## config.mk

```make
export PLATFORM = sky130hd
export DESIGN_NAME = axi_lite_reg_responder
export DESIGN_NICKNAME = d
export VERILOG_FILES = /design/src/rtl/axi_lite_reg_responder.sv
export SDC_FILE = /design/constraint.sdc
export NUM_CORES = 1
export LEC_CHECK = 0
export ABC_AREA = 1
export CAP_MARGIN = 20
export CELL_PAD_IN_SITES_DETAIL_PLACEMENT = 1
export CELL_PAD_IN_SITES_GLOBAL_PLACEMENT = 1
export CORE_MARGIN = 4
export CORE_UTILIZATION = 40
export CTS_BUF_LIST = sky130_fd_sc_hd__clkbuf_16
export DETAILED_ROUTE_END_ITERATION = 7
export HOLD_SLACK_MARGIN = 0.02
export PLACE_DENSITY = 0.91
export SLEW_MARGIN = 20
export SYNTH_ARGS = -nofsm -noshare
export SYNTH_HDL_FRONTEND = slang
export SYNTH_SLANG_ARGS = --single-unit
```

## constraint.sdc

```tcl
create_clock -name clk_i -period 3.7 [get_ports clk_i]
set_input_delay 0.74 -clock clk_i [delete_from_list [all_inputs] [get_ports clk_i]]
set_output_delay 0.74 -clock clk_i [all_outputs]
set_load 0.02 [all_outputs]
```

## src/rtl/axi_lite_reg_responder.sv

```systemverilog
// axi_lite_reg_responder
//   AXI4-Lite subordinate terminating one crossbar device port. Holds a bank
//   of NumRegs 32-bit software registers; word 0 is a read-only ID. The bank
//   is driven to hardware on regs_o.
//
// Ports
//   clk_i, rst_ni             clock, asynchronous active-low reset
//   aw*_i / awready_o         write address channel
//   w*_i  / wready_o          write data channel (with byte strobes)
//   bvalid_o, bresp_o, bready_i   write response channel
//   ar*_i / arready_o         read address channel
//   rvalid_o, rdata_o, rresp_o, rready_i   read data channel
//   regs_o                    flat register contents, word k at [k*32 +: 32]
//
// AW and W are independent: whichever arrives first is latched and the write
// commits on the edge that accepts the second one (or on the shared edge when
// both handshake together). Bits above the word index and addr[1:0] are
// ignored; the crossbar does the window decode.

module axi_lite_reg_responder #(
  parameter int unsigned AddrWidth = 32,
  parameter int unsigned DataWidth = 32,
  parameter int unsigned NumRegs   = 16,
  parameter logic [31:0] IdValue   = 32'h7E0E_0001
) (
  input  logic                         clk_i,
  input  logic                         rst_ni,
  input  logic                         awvalid_i,
  output logic                         awready_o,
  input  logic [AddrWidth-1:0]         awaddr_i,
  input  logic                         wvalid_i,
  output logic                         wready_o,
  input  logic [DataWidth-1:0]         wdata_i,
  input  logic [DataWidth/8-1:0]       wstrb_i,
  output logic                         bvalid_o,
  input  logic                         bready_i,
  output logic [1:0]                   bresp_o,
  input  logic                         arvalid_i,
  output logic                         arready_o,
  input  logic [AddrWidth-1:0]         araddr_i,
  output logic                         rvalid_o,
  input  logic                         rready_i,
  output logic [DataWidth-1:0]         rdata_o,
  output logic [1:0]                   rresp_o,
  output logic [NumRegs*DataWidth-1:0] regs_o
);

  localparam int unsigned IdxW  = $clog2(NumRegs);
  localparam int unsigned StrbW = DataWidth / 8;

  localparam logic [1:0] RespOkay   = 2'b00;
  localparam logic [1:0] RespSlvErr = 2'b10;

  logic [IdxW-1:0]      aw_idx, ar_idx, aw_idx_q, wr_idx;
  logic                 aw_held_q, w_held_q;
  logic [DataWidth-1:0] w_data_q, wr_data;
  logic [StrbW-1:0]     w_strb_q, wr_strb;
  logic                 bvalid_q, rvalid_q;
  logic [1:0]           bresp_q, rresp_q;
  logic [DataWidth-1:0] rdata_q, rd_val;
  logic [DataWidth-1:0] regs_q [NumRegs];
  logic                 aw_hs, w_hs, ar_hs, commit, wr_err, rd_err;

  // Address bits outside the word index are intentionally ignored.
  logic unused_addr_bits;
  assign unused_addr_bits = ^{awaddr_i[AddrWidth-1:IdxW+2], awaddr_i[1:0],
                              araddr_i[AddrWidth-1:IdxW+2], araddr_i[1:0]};

  function automatic logic idx_oob(input logic [IdxW-1:0] idx);
    return 32'(idx) >= NumRegs;
  endfunction

  assign aw_idx = awaddr_i[IdxW+1:2];
  assign ar_idx = araddr_i[IdxW+1:2];

  // Write path handshakes and commit selection
  assign awready_o = !aw_held_q && !bvalid_q;
  assign wready_o  = !w_held_q && !bvalid_q;
  assign aw_hs     = awvalid_i && awready_o;
  assign w_hs      = wvalid_i && wready_o;

  // The readies exclude each held flag, so both can never be held at once;
  // a commit always involves at least one live handshake.
  assign commit  = (aw_hs && (w_hs || w_held_q)) || (w_hs && aw_held_q);
  assign wr_idx  = aw_hs ? aw_idx : aw_idx_q;
  assign wr_data = w_hs ? wdata_i : w_data_q;
  assign wr_strb = w_hs ? wstrb_i : w_strb_q;
  assign wr_err  = (wr_idx == '0) || idx_oob(wr_idx);

  always_ff @(posedge clk_i or negedge rst_ni) begin
    if (!rst_ni) begin
      aw_held_q <= 1'b0;
      w_held_q  <= 1'b0;
      aw_idx_q  <= '0;
      w_data_q  <= '0;
      w_strb_q  <= '0;
      bvalid_q  <= 1'b0;
      bresp_q   <= RespOkay;
    end else if (commit) begin
      aw_held_q <= 1'b0;
      w_held_q  <= 1'b0;
      bvalid_q  <= 1'b1;
      bresp_q   <= wr_err ? RespSlvErr : RespOkay;
    end else begin
      if (aw_hs) begin
        aw_held_q <= 1'b1;
        aw_idx_q  <= aw_idx;
      end
      if (w_hs) begin
        w_held_q <= 1'b1;
        w_data_q <= wdata_i;
        w_strb_q <= wstrb_i;
      end
      if (bvalid_q && bready_i) begin
        bvalid_q <= 1'b0;
        bresp_q  <= RespOkay;
      end
    end
  end

  // Register bank; word 0 is never written (the ID is a constant).
  always_ff @(posedge clk_i or negedge rst_ni) begin
    if (!rst_ni) begin
      for (int k = 0; k < NumRegs; k++) regs_q[k] <= '0;
    end else if (commit && !wr_err) begin
      for (int k = 1; k < NumRegs; k++) begin
        if (wr_idx == IdxW'(k)) begin
          for (int b = 0; b < StrbW; b++) begin
            if (wr_strb[b]) regs_q[k][b*8 +: 8] <= wr_data[b*8 +: 8];
          end
        end
      end
    end
  end

  // Read path; the bank is sampled before any same-edge commit lands.
  assign arready_o = !rvalid_q;
  assign ar_hs     = arvalid_i && arready_o;
  assign rd_err    = idx_oob(ar_idx);
  assign rd_val    = (ar_idx == '0) ? IdValue : regs_q[ar_idx];

  always_ff @(posedge clk_i or negedge rst_ni) begin
    if (!rst_ni) begin
      rvalid_q <= 1'b0;
      rresp_q  <= RespOkay;
      rdata_q  <= '0;
    end else if (ar_hs) begin
      rvalid_q <= 1'b1;
      rresp_q  <= rd_err ? RespSlvErr : RespOkay;
      rdata_q  <= rd_err ? '0 : rd_val;
    end else if (rvalid_q && rready_i) begin
      rvalid_q <= 1'b0;
      rresp_q  <= RespOkay;
      rdata_q  <= '0;
    end
  end

  assign bvalid_o = bvalid_q;
  assign bresp_o  = bresp_q;
  assign rvalid_o = rvalid_q;
  assign rresp_o  = rresp_q;
  assign rdata_o  = rdata_q;

  for (genvar k = 0; k < NumRegs; k++) begin : g_regs_out
    if (k == 0) begin : g_id
      assign regs_o[k*DataWidth +: DataWidth] = IdValue;
    end else begin : g_rw
      assign regs_o[k*DataWidth +: DataWidth] = regs_q[k];
    end
  end

endmodule

```

==> results.py, run 1 <==
metrics = {
    "drt": {
        "dr.pass1.iters": 6,
        "drt-initial-drc-count": 3714,
        "wl_per_cell_um": 28.00,
        "ant_nets": 0,
        "totalWireLength_um": 141400,
        "vias": 31650,
        "avgViaCountPerCell": 6.266,
        "drc": 0,
    },
    "timing": {
        "rsz0062_at_grt": "no",
        "setup_ws_ns": 0.8144,
        "timing.max_slew.rel_slack_pct": 36.20,
        "fin_crit_sh_pct": 77.99,
        "tightest_slew_ns": 0.9571,
        "fmax_mhz": 346.6,
        "hold_viol": 0,
        "clock_skew_ns": 0.02471,
        "min_period_ns": 2.886,
        "fin_setup_tns_ns": 0,
        "maxSlewViolCount": 0,
        "setup_viol": 0,
    },
    "cells_and_area": {
        "fillers": 8344,
        "multi_input_area_mm2": 0.01267,
        "area_growth_pct": 31.73,
        "seq_area_mm2": 0.01394,
        "drive_gt1_share_pct": 8.248,
        "post-route-util_pct": 53.24,
        "final_nets": 4167,
    },
    "power": {
        "p_total_mw": 30.21,
        "power_switching_mw": 14.39,
        "power.leakage_nw": 18.11,
        "powerDensity_mw_per_mm2": 809.0,
        "p_int_mw": 15.83,
        "p_sw_share_pct": 47.62,
        "pwr-share-comb_pct": 48.1,
        "clockPowerShare_pct": 21.3,
        "p_seq_share_pct": 30.6,
        "irDropWorstVdd_uv": 1131,
    },
    "worst_setup_path": {
        "rrSetupSlack_ns": 0.85,
        "crit_arrival_ns": 3.42,
        "ff2ff_path_depth": 11,
        "crit_path_start_kind": "input port",
        "crit_type": "in -> reg",
        "critical_path_peak_fanout": 30,
        "endpoint_kind": "register",
        "cp_data_required_time_ns": 4.23,
    },
    "cts": {
        "post-cts-setup-buffers": 0,
        "h-tree-depth": 2,
        "cts_resized": 0,
        "cts.sink_count": 557,
        "cts_root_buffer": "clkbuf_16",
        "tritoncts.num_buffers": 61,
        "clock_latency_ns": 0.65,
        "cts_tree": "built",
        "clock_path_buffers": 3,
        "clk_pin_slew_ns": 0.06,
        "cts_hold_buffers": 0,
    },
    "yosys": {
        "ys.flop_type": "dfrtp_1",
        "yosysWarnings": 32,
        "syn_area_mm2": 0.02835,
        "avgSynthCellArea_um2": 7.914,
        "synth_cell_types": 30,
        "async_flop_share_pct": 100.0,
        "seq_area_frac_synth_pct": 49.17,
        "postSynthCellCount": 3582,
        "ys_ff_latch": 557,
        "synth_edf_count": 0,
    },
    "floorplan": {
        "core_region_area_mm2": 0.07015,
        "ioPinCount": 660,
        "fp.dieW_um": 274.2,
        "dieArea_mm2": 0.07520,
        "initial_utilization_pct": 40.41,
        "num_rows": 97,
        "die_y_um": 274.2,
    },
    "grt": {
        "grt_antenna_before_repair": 6,
        "gr-usage-all-layers_pct": 36.46,
        "grt_max_degree": 106,
        "grt_pass1_vias": 32030,
        "grt.overflow.total": 0,
        "grt_pass1_wl_um": 210000,
    },
    "hold_path": {
        "hold_path_class": "in -> async",
    },
    "placed_design": {
        "io_buffers": 568,
        "pre_cts_ws_ns": 0.2030,
        "dp_hpwl_um": 96660,
        "gp_congestion": 0.9372,
    },
    "run": {
        "maxCapViolCount": 0,
    },
    "outcome": {
        "status": "completed",
    },
}
[synthesized netlist by cell type, types with 8 or more instances]
cell type | number | share of area [%]
nor2_1 | 284 | 3.8
o21ai_0 | 209 | 3.7
clkbuf_1 | 145 | 1.9
nand3_1 | 120 | 2.1
nand4_4 | 8 | 0.60
buf_2 | 120 | 2.1
buf_1 | 17 | 0.23
nor2_2 | 12 | 0.26
nand4_1 | 514 | 11
dfrtp_1 | 557 | 49
buf_4 | 54 | 1.4
nand2_1 | 1271 | 17
o211ai_1 | 39 | 1.0
inv_1 | 68 | 0.90
nand4_2 | 44 | 1.9
a21oi_1 | 82 | 1.4
[power by group through the flow]
stage | Combinational (mW) | Sequential [mW] | Clock [mW]
2_1_floorplan | 5.91 | 10.3 | 0
3_3_place_gp | 13.6 | 9.17 | 0
3_5_place_dp | 14.0 | 9.22 | 0
4_1_cts | 14.2 | 9.17 | 6.46
5_1_grt | 15.2 | 9.37 | 6.72
6_report | 14.5 | 9.24 | 6.43
[path summary, 6_finish.rpt]
path / from / to
setup / recovery: awvalid_i / regs_o[494]
hold / removal: rst_ni / regs_o[283]
setup reg to reg: bvalid_o / regs_o[494]
hold reg to reg: rdata_o[12] / rdata_o[12]
max in group asynchronous: rst_ni / regs_o[224]
min in group clk_i: rdata_o[12] / rdata_o[12]
[area by class of cell]
cell class	count	share of cell area, %
Sequential cell	557	37.32
Antenna cell	1	0.006701
Multi-Input combinational cell	2645	33.93
Inverter	71	0.7270
Tap cell	940	3.149
Clock inverter	52	1.357
Clock buffer	61	4.087
Timing Repair Buffer	724	19.42
[cells in the final DEF (no fill, tap or decap), drive strengths merged]
cell type	count
a21oi	86
a22oi	4
buf	160
bufinv	10
clkbuf	61
clkdlybuf4s50	564
clkinv	30
clkinvlp	7
conb	35
dfrtp	557
diode	1
inv	76
nand2	1276
nand3	120
nand3b	2
nand4	566
nor2	301
o211a	3
o211ai	39
o21ai	210
o22ai	3
[cells by family (layout without fill, tap and decap cells)]
| logic type | count (synthesis) | count (layout) | synth area share (%) |
|---|---|---|---|
| compound gates | 345 | 345 | 6.695 |
| buf+inv | 413 | 908 | 6.876 |
| flops | 557 | 557 | 49.17 |
| other cells | 2 | 36 | 0.02649 |
| simple gates | 2265 | 2265 | 37.24 |
[flip-flops by register name, summed over array words and instances (netlist names)]
name	flops
aw_held_q	1
aw_idx_q	4
bresp_o	1
bvalid_o	1
rdata_o	32
regs_o	480
rvalid_o	1
w_data_q	32
w_held_q	1
w_strb_q	4
[worst max-delay path, stage by stage]
cell,delay [ns]
clkdlybuf4s50_1,0.68
nand2_4,0.16
nand2_1,0.09
nand2_1,0.09
nand2_2,0.24
inv_1,0.12
nand2_4,0.27
buf_12,0.29
nand4_1,0.42
nand2_1,0.21
nand2_1,0.08
[stage by stage]
stage	std cells	hold slack [ns]	cell area (um^2)
3_5_place_dp	4937	0.4665	35310
3_3_place_gp	4937	0.4648	35300
5_1_grt	5051	0.2281	37350
4_1_cts	5050	0.2151	37340
2_1_floorplan	3615	0.4444	28470
6_report	5051	0.1713	37350
[routing by layer]
layer / wire length, um / vias to the layer above / track usage [%] / part of all wire [%]
met1: 55060 / 15920 / 48.68 / 39
met2: 62450 / 2132 / 55.00 / 44
met4: 9116 / 6 / 19.04 / 6.4
met5: 74 / - / 0 / 0.052
li1: - / 13080 / - / -
met3: 14700 / 511 / 8.978 / 10
Power figures use the tool's default switching activity.
==> run 2, diff against run 1 <==
- CORE_UTILIZATION: 40 -> 33
- PLACE_DENSITY: 0.91 -> 0.8
- clock period: 3.7 -> 2.35 ns (I/O delays scaled with it)
==> run 2 against run 1 <==
Effect of this change:
- sequential share of layout area decreased by 2.3 points
- non-clock buffer count up 151
- clock-buffer cell count increased by 9
- total power up 65%
- routed wire length fell by 0.33%
- sequential power is 57% higher
- via count fell by 2.8%
- first-iteration DRC count fell by 22%
- worst setup slack got worse by 0.74 ns
- register-to-register slack worse by 0.72 ns
- clock power is 60% higher
- combinational power rose by 72%
- critical path type is now reg -> out
- largest cell class unchanged
==> results.py, run 2 (synthesized netlist as in run 1, its figures left out) <==
metrics = {
    "grt": {
        "gr-usage-all-layers_pct": 30.16,
        "grt_pass1_vias": 31570,
        "grt_pass1_wl_um": 208400,
        "grt_max_degree": 87,
        "grt_antenna_before_repair": 5,
        "grt.overflow.total": 0,
    },
    "timing": {
        "fin_setup_tns_ns": 0,
        "fmax_mhz": 439.9,
        "min_period_ns": 2.273,
        "clock_skew_ns": 0.02145,
        "fin_crit_sh_pct": 96.72,
        "timing.max_slew.rel_slack_pct": 56.62,
        "tightest_slew_ns": 0.6507,
        "setup_ws_ns": 0.07701,
        "hold_viol": 0,
        "maxSlewViolCount": 0,
        "setup_viol": 0,
        "rsz0062_at_grt": "yes",
    },
    "drt": {
        "vias": 30770,
        "wl_per_cell_um": 26.04,
        "drt-initial-drc-count": 2907,
        "drc": 0,
        "totalWireLength_um": 140900,
        "avgViaCountPerCell": 5.684,
        "dr.pass1.iters": 5,
        "ant_nets": 0,
    },
    "placed_design": {
        "pre_cts_ws_ns": -0.2713,
        "gp_congestion": 0.9042,
        "io_buffers": 568,
        "dp_hpwl_um": 101600,
        "placed_area_mm2": 0.03760,
    },
    "floorplan": {
        "fp.dieW_um": 301.1,
        "ioPinCount": 660,
        "num_rows": 107,
        "initial_utilization_pct": 33.30,
        "core_region_area_mm2": 0.08515,
        "dieArea_mm2": 0.09066,
        "die_y_um": 301.1,
    },
    "power": {
        "power.leakage_nw": 19.32,
        "powerDensity_mw_per_mm2": 1251,
        "p_sw_share_pct": 46.08,
        "p_seq_share_pct": 29.1,
        "power_switching_mw": 22.97,
        "clockPowerShare_pct": 20.7,
        "pwr-share-comb_pct": 50.2,
        "p_int_mw": 26.88,
        "irDropWorstVdd_uv": 733.9,
    },
    "cells_and_area": {
        "drive_gt1_share_pct": 11.55,
        "final_nets": 4326,
        "largest_reg_flops": 480,
        "area_growth_pct": 40.51,
        "fillers": 10090,
        "design_area_mm2": 0.03983,
        "final_cell_mix": "nand2_1 (1,269), clkdlybuf4s50_1 (560), dfrtp_1 (557), nand4_1 (514), nor2_1 (281)",
        "layout_commonest_cell": "nand2_1",
    },
    "worst_setup_path": {
        "endpoint_kind": "primary output",
        "crit_arrival_ns": 1.80,
        "crit_path_start_kind": "register",
        "cp_data_required_time_ns": 1.88,
        "r2r_start": "bvalid_o",
        "r2r-end": "regs_o[493]",
        "critical_path_peak_fanout": 3,
        "ff2ff_path_depth": 11,
        "rrSetupSlack_ns": 0.13,
        "crit_type": "reg -> out",
    },
    "cts": {
        "clock_path_buffers": 3,
        "tritoncts.num_buffers": 68,
        "cts_root_buffer": "clkbuf_16",
        "clk_pin_slew_ns": 0.06,
        "clock_latency_ns": 0.63,
        "cts.sink_count": 557,
        "h-tree-depth": 3,
        "cts_tree": "built",
    },
    "run": {
        "maxCapViolCount": 0,
    },
    "hold_path": {
        "hold_path_class": "in -> async",
    },
    "outcome": {
        "status": "completed",
    },
}
## run 2: through the flow
step | power [mW] | hold slack (ns) | utilization [%] | std cells
2_1_floorplan | 25.54 | 0.1744 | - | 3615
3_3_place_gp | 38.37 | 0.4575 | 44.16 | 5287
3_5_place_dp | 39.01 | 0.4483 | 44.16 | 5287
4_1_cts | 49.45 | 0.3926 | 46.67 | 5407
5_1_grt | 52.01 | 0.4108 | 46.78 | 5413
6_report | 49.85 | 0.3869 | 46.78 | 5413
## run 2: final cells by class
type | count | area (um^2) | area share, %
Clock buffer | 70 | 1752 | 4.397
Tap cell | 1144 | 1431 | 3.593
Inverter | 71 | 271.5 | 0.6816
Clock inverter | 49 | 370.4 | 0.9297
Antenna cell | 1 | 2.502 | 0.006282
Timing Repair Buffer | 875 | 9378 | 23.54
Multi-Input combinational cell | 2646 | 12690 | 31.86
Sequential cell | 557 | 13940 | 34.99
## run 2: layer usage
metal	wire [um]	vias to the layer above	global-route usage (%)	share of wire [%]
li1	-	13420	-	-
met1	59610	15560	41.08	42
met2	62650	1440	45.96	44
met3	11430	344	6.623	8.1
met4	7228	2	13.77	5.1
met5	20	-	0	0.014
## run 2: worst max-delay path: stages, from the launching register on
cell             delay [ns]
dfrtp_1                0.42
inv_1                  0.13
clkdlybuf4s50_1        0.63
## run 2: what timing repair did
action | CTS | global route
gates cloned | 0 | 3
pin swaps | 0 | 1
setup endpoints to repair | 2 | 120
endpoints found under the hold margin | 32 | 0
hold buffers | 1 | 0
gates resized for setup | 2 | 5
buffers inserted | 0 | 2
## run 2: how the worst max path moves through the flow
stage	start	end	slack, ns	cells after the start
floorplan	bvalid_o	regs_o[224]	0.16	10
global placement	awvalid_i	regs_o[494]	-0.25	11
detailed placement	awvalid_i	regs_o[493]	-0.27	11
CTS	rvalid_o	arready_o	0.03	2
global route	aw_held_q	regs_o[490]	-0.005	12
finish	rvalid_o	arready_o	0.08	2
## run 2: power groups by stage
stage | Sequential [mW] | Clock, mW | Combinational (mW)
after global placement | 14.5 | 0 | 23.9
after CTS | 14.4 | 10.4 | 24.6
after global routing | 14.7 | 10.9 | 26.4
after detailed placement | 14.5 | 0 | 24.5
final | 14.5 | 10.3 | 25.0
after floorplan | 16.2 | 0 | 9.31
